**config.mk**
```make
export PLATFORM = sky130hd
export DESIGN_NAME = pc_fetch_unit_flat
export DESIGN_NICKNAME = d
export VERILOG_FILES = /design/src/rtl/pc_fetch_unit_pkg.sv /design/src/rtl/pc_fetch_unit_if.sv /design/src/rtl/pc_fetch_unit_queue.sv /design/src/rtl/pc_fetch_unit.sv /design/src/flat_wrapper.sv
export SDC_FILE = /design/constraint.sdc
export NUM_CORES = 1
export LEC_CHECK = 0
export CORE_ASPECT_RATIO = 1.75
export CORE_MARGIN = 4
export CORE_UTILIZATION = 48
export DETAILED_ROUTE_END_ITERATION = 10
export PLACE_DENSITY = 0.79
export RECOVER_POWER = 100
export SLEW_MARGIN = 20
export SYNTH_ARGS = -nofsm -noshare
export SYNTH_HDL_FRONTEND = slang
export SYNTH_SLANG_ARGS = --single-unit
```
**constraint.sdc**
```tcl
create_clock -name clk -period 3.3 [get_ports clk]
set_input_delay 0.66 -clock clk [delete_from_list [all_inputs] [get_ports clk]]
set_output_delay 0.66 -clock clk [all_outputs]
set_load 0.01 [all_outputs]
```
**src/rtl/pc_fetch_unit_pkg.sv**
```systemverilog
// Shared types and constants for the instruction fetch front end.
package mips_fetch_pkg;

  localparam int ADDR_W = 32;
  localparam int INST_W = 32;
  localparam logic [ADDR_W-1:0] PC_STEP = 32'd4;

  typedef enum logic [1:0] {
    IDLE  = 2'd0,
    REQ   = 2'd1,
    DRAIN = 2'd2
  } fetch_state_e;

  typedef struct packed {
    logic [ADDR_W-1:0] pc;
    logic [INST_W-1:0] inst;
  } fetch_entry_t;

  function automatic logic [ADDR_W-1:0] align_word(input logic [ADDR_W-1:0] a);
    return {a[ADDR_W-1:2], 2'b00};
  endfunction

endpackage

```
**src/rtl/pc_fetch_unit_if.sv**
```systemverilog
// Instruction-memory request/ack port and decode valid/ready port of the fetch unit.
interface pc_fetch_unit_if;
  import mips_fetch_pkg::*;

  logic              imem_req;
  logic [ADDR_W-1:0] imem_addr;
  logic              imem_ack;
  logic [INST_W-1:0] imem_rdata;
  logic              inst_valid;
  logic [INST_W-1:0] inst;
  logic [ADDR_W-1:0] pc_addr;
  logic              inst_ready;

  modport master (
    output imem_req, imem_addr, inst_valid, inst, pc_addr,
    input  imem_ack, imem_rdata, inst_ready
  );

  modport slave (
    input  imem_req, imem_addr, inst_valid, inst, pc_addr,
    output imem_ack, imem_rdata, inst_ready
  );

endinterface

```
**src/rtl/pc_fetch_unit_queue.sv**
```systemverilog
// fetch_queue: shifting FIFO of {pc, inst}; the head always sits in slot 0 so the
// decode outputs come straight from flops.
module fetch_queue
  import mips_fetch_pkg::*;
#(
  parameter int                DEPTH    = 2,
  parameter logic [ADDR_W-1:0] RESET_PC = '0,
  localparam int               CW       = $clog2(DEPTH) + 1
) (
  input  logic         clk,
  input  logic         rst_n,
  input  logic         push,
  input  fetch_entry_t push_entry,
  input  logic         pop,
  input  logic         flush,
  output fetch_entry_t head,
  output logic [CW-1:0] count,
  output logic         full,
  output logic         empty
);

  fetch_entry_t  ent_q [DEPTH];
  fetch_entry_t  ent_d [DEPTH];
  logic [CW-1:0] count_q, count_d, cnt_pop;
  logic          empty_q, empty_d;
  logic          pop_ok, push_ok;

  always_comb begin
    ent_d   = ent_q;
    pop_ok  = pop && !empty_q;
    cnt_pop = count_q - CW'(pop_ok);
    push_ok = push && (cnt_pop != CW'(DEPTH));
    if (pop_ok) begin
      for (int i = 0; i < DEPTH - 1; i++) ent_d[i] = ent_q[i+1];
    end
    if (push_ok) begin
      for (int i = 0; i < DEPTH; i++) begin
        if (CW'(i) == cnt_pop) ent_d[i] = push_entry;
      end
    end
    count_d = flush ? '0 : cnt_pop + CW'(push_ok);
    empty_d = (count_d == '0);
  end

  always_ff @(posedge clk or negedge rst_n) begin
    if (!rst_n) begin
      for (int i = 0; i < DEPTH; i++) ent_q[i] <= '{pc: RESET_PC, inst: '0};
      count_q <= '0;
      empty_q <= 1'b1;
    end else begin
      ent_q   <= ent_d;
      count_q <= count_d;
      empty_q <= empty_d;
    end
  end

  assign head  = ent_q[0];
  assign count = count_q;
  assign full  = (count_q == CW'(DEPTH));
  assign empty = empty_q;

endmodule

```
**src/rtl/pc_fetch_unit.sv**
```systemverilog
// PC / fetch front end: request FSM, fetch queue and redirect handling.
// Define FETCH_MISALIGN_CHECK_EN to reject redirects whose target is not word aligned.
module pc_fetch_unit
  import mips_fetch_pkg::*;
#(
  parameter logic [ADDR_W-1:0] RESET_PC    = 32'h0000_0000,
  parameter int                QUEUE_DEPTH = 2
) (
  input  logic              clk,
  input  logic              rst_n,
  input  logic              branch_command,
  input  logic [ADDR_W-1:0] jump_addr,
  output logic              misalign_err,
  pc_fetch_unit_if.master   bus
);

  localparam int CW = $clog2(QUEUE_DEPTH) + 1;

  fetch_state_e      state_q, state_d;
  logic [ADDR_W-1:0] fetch_pc_q, fetch_pc_d;
  logic [ADDR_W-1:0] imem_addr_q, imem_addr_d;
  logic              imem_req_q, imem_req_d;
  logic              misalign_q, misalign_d;
  logic [ADDR_W-1:0] target;
  logic              redirect, ack_acc, pop, push;
  logic [CW-1:0]     q_count, cnt_after;
  logic              q_full, q_empty;
  fetch_entry_t      q_head, push_entry;

  always_comb begin
    target = align_word(jump_addr);
`ifdef FETCH_MISALIGN_CHECK_EN
    redirect   = branch_command && (jump_addr[1:0] == 2'b00);
    misalign_d = branch_command && (jump_addr[1:0] != 2'b00);
`else
    redirect   = branch_command;
    misalign_d = 1'b0;
`endif
    // An ack only counts while a request is actually on the bus.
    ack_acc    = imem_req_q && bus.imem_ack;
    pop        = !q_empty && bus.inst_ready;
    push       = (state_q == REQ) && ack_acc && !redirect;
    push_entry = '{pc: imem_addr_q, inst: bus.imem_rdata};
    cnt_after  = q_count + CW'(push) - CW'(pop);

    state_d     = state_q;
    fetch_pc_d  = fetch_pc_q;
    imem_req_d  = imem_req_q;
    imem_addr_d = imem_addr_q;

    case (state_q)
      IDLE: begin
        if (redirect) begin
          fetch_pc_d  = target;
          state_d     = REQ;
          imem_req_d  = 1'b1;
          imem_addr_d = target;
        end else if (!q_full) begin
          state_d     = REQ;
          imem_req_d  = 1'b1;
          imem_addr_d = fetch_pc_q;
        end
      end
      REQ: begin
        if (redirect) begin
          fetch_pc_d = target;
          if (ack_acc) imem_addr_d = target;
          else         state_d     = DRAIN;
        end else if (ack_acc) begin
          fetch_pc_d = fetch_pc_q + PC_STEP;
          // Keep one slot in reserve for the request about to be issued.
          if (cnt_after < CW'(QUEUE_DEPTH)) begin
            imem_addr_d = fetch_pc_q + PC_STEP;
          end else begin
            state_d    = IDLE;
            imem_req_d = 1'b0;
          end
        end
      end
      DRAIN: begin
        if (redirect) fetch_pc_d = target;
        if (ack_acc) begin
          state_d     = REQ;
          imem_addr_d = redirect ? target : fetch_pc_q;
        end
      end
      default: begin
        state_d    = IDLE;
        imem_req_d = 1'b0;
      end
    endcase
  end

  always_ff @(posedge clk or negedge rst_n) begin
    if (!rst_n) begin
      state_q     <= IDLE;
      fetch_pc_q  <= RESET_PC;
      imem_req_q  <= 1'b0;
      imem_addr_q <= RESET_PC;
      misalign_q  <= 1'b0;
    end else begin
      state_q     <= state_d;
      fetch_pc_q  <= fetch_pc_d;
      imem_req_q  <= imem_req_d;
      imem_addr_q <= imem_addr_d;
      misalign_q  <= misalign_d;
    end
  end

  fetch_queue #(
    .DEPTH    (QUEUE_DEPTH),
    .RESET_PC (RESET_PC)
  ) u_queue (
    .clk        (clk),
    .rst_n      (rst_n),
    .push       (push),
    .push_entry (push_entry),
    .pop        (pop),
    .flush      (redirect),
    .head       (q_head),
    .count      (q_count),
    .full       (q_full),
    .empty      (q_empty)
  );

  assign bus.imem_req   = imem_req_q;
  assign bus.imem_addr  = imem_addr_q;
  assign bus.inst_valid = !q_empty;
  assign bus.inst       = q_head.inst;
  assign bus.pc_addr    = q_head.pc;
  assign misalign_err   = misalign_q;

endmodule

```
**src/flat_wrapper.sv**
```systemverilog
// flat-port wrapper written by rule: the top's interface ports become plain ports
module pc_fetch_unit_flat import mips_fetch_pkg::*;
#(
  parameter logic [ADDR_W-1:0] RESET_PC    = 32'h0000_0000,
  parameter int                QUEUE_DEPTH = 2
)
  (clk, rst_n, branch_command, jump_addr, misalign_err, bus_imem_req, bus_imem_addr, bus_inst_valid, bus_inst, bus_pc_addr, bus_imem_ack, bus_imem_rdata, bus_inst_ready);
  pc_fetch_unit_if bus_i ();
  input  logic clk;
  input  logic rst_n;
  input  logic branch_command;
  input  logic [ADDR_W-1:0] jump_addr;
  output logic misalign_err;
  output wire logic [$bits(bus_i.imem_req)-1:0] bus_imem_req;
  output wire logic [$bits(bus_i.imem_addr)-1:0] bus_imem_addr;
  output wire logic [$bits(bus_i.inst_valid)-1:0] bus_inst_valid;
  output wire logic [$bits(bus_i.inst)-1:0] bus_inst;
  output wire logic [$bits(bus_i.pc_addr)-1:0] bus_pc_addr;
  input wire logic [$bits(bus_i.imem_ack)-1:0] bus_imem_ack;
  input wire logic [$bits(bus_i.imem_rdata)-1:0] bus_imem_rdata;
  input wire logic [$bits(bus_i.inst_ready)-1:0] bus_inst_ready;
  assign bus_imem_req = bus_i.imem_req;
  assign bus_imem_addr = bus_i.imem_addr;
  assign bus_inst_valid = bus_i.inst_valid;
  assign bus_inst = bus_i.inst;
  assign bus_pc_addr = bus_i.pc_addr;
  assign bus_i.imem_ack = bus_imem_ack;
  assign bus_i.imem_rdata = bus_imem_rdata;
  assign bus_i.inst_ready = bus_inst_ready;
  pc_fetch_unit #(.RESET_PC(RESET_PC), .QUEUE_DEPTH(QUEUE_DEPTH)) u_core (.clk(clk), .rst_n(rst_n), .branch_command(branch_command), .jump_addr(jump_addr), .misalign_err(misalign_err), .bus(bus_i));
endmodule
```
==> results.md <==
- Status: finished with violations
- Failing checks: max-capacitance violations, max-slew violations
- Setup CP Type: input port to register
- Sink Count: 198
- Mean area per synthesized cell: 10.2 um^2
- Worst-case clock buffer depth: 2
- Worst-margin pin slew: 2.02 ns
- Final hold violation count: 0
- Initial Util: 49.0%
- CTS Buf Count: 17
- Layout Skew: 0.0151 ns
- P per Cell Area: 924 mW/mm^2
- GRT overflow: 0
- Post-synth EDFFs: 0
- Distinct cells, synth: 73
- VDD IR max: 0.000341 V
- Max Cap Violations: 1
- 1st-iter DRT viols: 653
- RSZ-0062 raised after global routing: no
- Post-Route WL: 27,700 um
- Initial antenna violation count: 0
- Data arrival, critical path: 3.26 ns
- # setup viols final: 0
- Synth area leader: dfrtp_1
- RePlAce Congestion: 1.01
- Post-cts resize count: 0
- Dpl hpwl: 20,000 um
- Drt wl/cell: 19.5 um
- Clk pin slew, worst setup/hold paths: 0.07 ns
- Mapped cell area: 0.0106 mm^2
- # diodes: 0
- Max Slew Vio Count: 78
- GRT Total Usage: 22.6%
- Crit. End Element: register
- Detailed-route vias per instance: 5.82
- CTS H-tree depth: 4
- Post-synthesis cell count: 1,043
- Post-CTS setup repair buffer count: 0
- Post-synth top cells: 197 x dfrtp_1, 104 x a21oi_1, 95 x nor2_1, 87 x mux2i_1, 78 x mux2_2
- Pre-antenna DRT Iters: 5
- Post-synthesis sequential area ratio: 46.7%
- Die W: 120 um
- Final net count: 1,189
- Post-route ant nets: 0
- Die height: 205 um
- CTS tree: yes
- Syn-to-layout area delta: 18.6%
- Clock latency on the worst-skew pair: 0.43 ns
- Worst-path maximum fanout: 11
- Top cells by area, synth: dfrtp_1 46%, mux2_2 8.3%, mux2i_1 8.2%
- Ports: 168
- Minimum clock period: 2.96 ns
- Largest net degree at the start of global routing: 79
- Count leader, synth: dfrtp_1
- Warnings, synthesis: 0
- Share of the synthesized area in the top cell type: 46.4%
- Register bit count reported by yosys: 198
- Core Area: 0.0217 mm^2
- Fin Setup TNS: 0 ns
- Remaining DRCs: 0
- Hold Path Class: register to register
- Vias: 8,272
- Dpl ws: 0.103 ns
- Crit share post-route: 89.8%
- Syn nets: 1,115
- Root buf cell: clkbuf_16
- Vias in the first global route: 8,260
- Max transition margin: -35.0%
- Most used DFF post-synth: dfrtp_1
- Fin worst setup slack: 0.337 ns
- Max Fclk: 337 MHz
- Critical Path Start Type: input port
- Hold buffer count at CTS: 0
- Asr flop ratio synth: 100%
- Fraction of layout cells with a size suffix above 1: 13.6%
- Die ar.: 0.0247 mm^2
- Site Rows: 71
- WP data required: 3.60 ns
- Buffers on Ports: 164
- Global-route wire length before repair: 44,200 um
- Leak pwr: 5.29 nW
## metrics by stage
stage	total power [mW]	area (um^2)	instances	util (%)	hold slack [ns]
floorplan	7.99	10600	1043	-	0.364
global placement	9.54	12100	1390	55.7	0.470
detailed placement	9.77	12100	1390	55.7	0.475
CTS	12.0	12700	1421	58.6	0.265
global route	12.4	12600	1421	58.1	0.499
finish	11.6	12600	1421	58.1	0.495
## cells in the final DEF, fill, tap and decap left out, types with 12 or more instances in the layout
master,n
dlygate4sd3_1,100
clkbuf_16,17
a31oi_1,12
nand2_1,40
nor4_1,12
mux2_2,78
buf_4,15
nor2_1,95
nor3_1,26
dfrtp_1,197
o21ai_0,36
a21oi_1,104
nand3_1,34
and3_1,13
mux2i_1,87
nand4_1,15
clkdlybuf4s50_1,62
## worst max-delay path, cell delays in order
cell and delay [ns]:
dlygate4sd3_1 0.58, clkbuf_1 0.24, a21oi_1 0.21, nor2_1 0.76, nand2_1 0.38, o32ai_1 0.32
a21oi_1 0.10
## power breakdown
group	switching, mW	leakage [nW]	internal, mW
combinational	2.49	2.54	2.39
sequential	1.01	2.45	3.57
clock	0.911	0.302	1.28
## registers in the layout, indices dropped and copies added, names as in the netlist
| signal | cells |
|---|---|
| u_core.u_queue.count | 2 |
| u_core.u_queue.empty | 1 |
| u_core.bus.imem_req | 1 |
| u_core.u_queue.ent_q | 64 |
| u_core.state_q | 2 |
| u_core.bus.imem_addr | 32 |
| u_core.fetch_pc_q | 32 |
| u_core.u_queue.head | 64 |
## logic make-up (layout without fill, tap and decap cells)
family / count (synthesis) / after routing / share of synthesized area (%)
flip-flops: 198 / 198 / 46.7
other: 1 / 1 / 0.0353
adder cells (fa/ha/maj): 3 / 3 / 0.353
AO/OA/AOI/OAI: 225 / 225 / 12.9
AND/OR/NAND/NOR: 282 / 282 / 13.7
buffers and inverters: 155 / 241 / 8.70
XOR/XNOR: 14 / 14 / 1.15
multiplexers: 165 / 165 / 16.5
## path summary, 6_finish.rpt
path	startpoint	end	slack, ns	depth (start not counted)
hold / removal	u_core.fetch_pc_q[1]	u_core.fetch_pc_q[1]	0.49	1
setup reg to reg	u_core.state_q[0]	u_core.bus.imem_addr[14]	0.49	7
hold reg to reg	u_core.fetch_pc_q[1]	u_core.fetch_pc_q[1]	0.49	1
max in group asynchronous	rst_n	u_core.fetch_pc_q[21]	0.98	2
min in group asynchronous	rst_n	u_core.fetch_pc_q[3]	0.76	1
setup / recovery	bus_imem_ack	u_core.fetch_pc_q[13]	0.34	7
## per-layer routing
layer	global-route usage [%]	routed length, um
met4	13.0	1590
met2	39.9	14500
met1	25.8	10300
met3	3.04	1400
met5	0	0
## final cells by class
cell class	count	area [um^2]
Sequential cell	198	4960
Clock buffer	21	480
Tap cell	292	365
Multi-Input combinational cell	690	4740
Timing Repair Buffer	198	1870
Inverter	12	45.0
Clock inverter	10	145
Fill cell	1877	9070
Note: power is estimated with default switching activity, not from simulation.
==> variant, RTL diff (config.mk and constraints unchanged) <==
Encoding of `fetch_state_e`: now one-hot (3 bits for 3 states).
--- a/src/rtl/pc_fetch_unit_pkg.sv
+++ b/src/rtl/pc_fetch_unit_pkg.sv
@@ -5,10 +5,10 @@
   localparam int INST_W = 32;
   localparam logic [ADDR_W-1:0] PC_STEP = 32'd4;
 
-  typedef enum logic [1:0] {
-    IDLE  = 2'd0,
-    REQ   = 2'd1,
-    DRAIN = 2'd2
+  typedef enum logic [2:0] {
+    IDLE  = 3'b001,
+    REQ   = 3'b010,
+    DRAIN = 3'b100
   } fetch_state_e;
 
   typedef struct packed {
Behaviour: same outputs for any inputs over 4 cycles, from zero or initial values and one cycle with rst_n low; so few cycles prove little.
==> variant against the unedited design <==
- the run still ends with max-capacitance violations, max-slew violations left
- first-iteration DRC count is 8.4% lower
- sequential cell count increased by 1
- wire length shrank 2.2%
- cell area rose by 0.34%
- via count down 1.0%
- synthesized area shrank 1.1%
- power is 3.8% lower
- worst hold slack improved by 0.015 ns
- worst setup slack improved by 0.023 ns
- largest cell class unchanged
- largest power group unchanged
==> variant: results (changes against the unedited design) <==
** Worst setup path
- The largest individual stage delay along the critical path comes from the cell dfstp_1.
- Worst path max stage delay :: 0.78 ns (+0.02 ns)
- Category of cells accounting for the largest share of critical-path delay :: buffers and inverters
- The startpoint identified for the worst register-to-register timing path is u_core.state_q[0].
- Following the worst setup path forward leads to its endpoint at u_core.fetch_pc_q[2].

** Finish
- The proportion of layout cells with a drive suffix above 1 was 12.76% (-0.79 points).
- The fill cell instance count of the final layout is 1,880 (+0.16%).
- Num sequential :: 199 (+0.51%)
- Proportion of cell area spent on the clock network :: 4.701% (-0.26 points)

** Outcome
- Failing checks :: max-capacitance violations, max-slew violations
- The run finished, with violations left.

** STA
- Max Transition Viols Final :: 67 (-14%)
- The worst-case clock skew was 0.01125 ns (-0.003830 ns).

** Global route
- The initial antenna violation count came to 2 (+2).
- Number of global-route vias before repair :: 8,141 (-1.4%)
- The largest net degree at the start of global routing is 129 (+63%).
- The overall track demand over capacity in global routing was 22.36% (-0.20 points).

** Synthesis
- Area share of xor/xnor cells in the synthesized design :: 1.583% (+0.43 points)
- Synthesized instance count :: 1,049 (+0.58%)
- The share of synthesized area occupied by flip-flops and latches is 47.40% (+0.75 points).
- Ranked by instance count, the synthesized netlist is headed by dfrtp_1 (197), a21oi_1 (102), nor2_1 (99), mux2i_1 (80).
- The number of nets produced by synthesis came to 1,121 (+0.54%).
- In the post-synthesis netlist, the biggest area contributors are dfrtp_1 (47%), mux2_2 (7.8%), mux2i_1 (7.6%).

** Placed design
- The detailed placement HPWL was 19,380 um (-3.2%).
- The global placer's final weighted congestion came to 0.9740 (-3.9%).

** Drt
- Number of vias per cell :: 5.694 (-2.2%)
- Wire length reported by the detailed router :: 27,130 um (-2.2%)

** Hold path
- The startpoint identified for the worst hold timing path is u_core.u_queue.ent_q[10].

** Pwr
- Static Leakage :: 5.572 nW (+5.3%)

** Flow run
- Max cap viols :: 1 (unchanged)
[variant: cell count changes after synthesis, sizes merged, moves of 7 or more]
cell / before / now
nand2: 41 / 68
nor2b: 5 / 15
buf: 103 / 94
nor3: 26 / 18
a31oi: 12 / 5
mux2i: 87 / 80
o31ai: 10 / 17
xor2: 5 / 12
[variant: cell families (layout without fill, tap and decap cells)]
| family | Yosys count | after routing |
|---|---|---|
| other | 1 | 3 |
| AO/OA/AOI/OAI | 234 | 234 |
| AND/OR/NAND/NOR | 286 | 286 |
| XOR/XNOR | 19 | 19 |
| adder cells (fa/ha/maj) | 3 | 3 |
| flip-flops | 199 | 199 |
| buffers and inverters | 154 | 249 |
| multiplexers | 153 | 153 |
[variant: layer usage]
| layer | routed length [um] | track usage, % |
|---|---|---|
| met1 | 10310 | 25.66 |
| met2 | 14120 | 38.63 |
| met3 | 1160 | 3.330 |
| met4 | 1537 | 14.46 |
| met5 | 0 | 0 |
[variant: power by group through the flow]
stage / sequential (mW) / clock (mW) / combinational (mW)
6_report: 4.35 / 2.13 / 4.73
5_1_grt: 4.51 / 2.28 / 5.15
4_1_cts: 4.37 / 2.18 / 5.00
3_5_place_dp: 4.41 / 0 / 4.98
3_3_place_gp: 4.34 / 0 / 4.86
2_1_floorplan: 4.11 / 0 / 3.39
[variant: metrics by stage]
step                worst slack [ns]  utilization, %  hold WS (ns)  area, um^2
floorplan                     0.6161               -        0.3644       10510
global placement              0.3161           56.31        0.4816       12110
detailed placement            0.2437           56.31        0.4962       12110
CTS                           0.6470           59.07        0.2659       12700
global route                  0.2891           58.81        0.5234       12640
finish                        0.3594           58.81        0.5098       12640
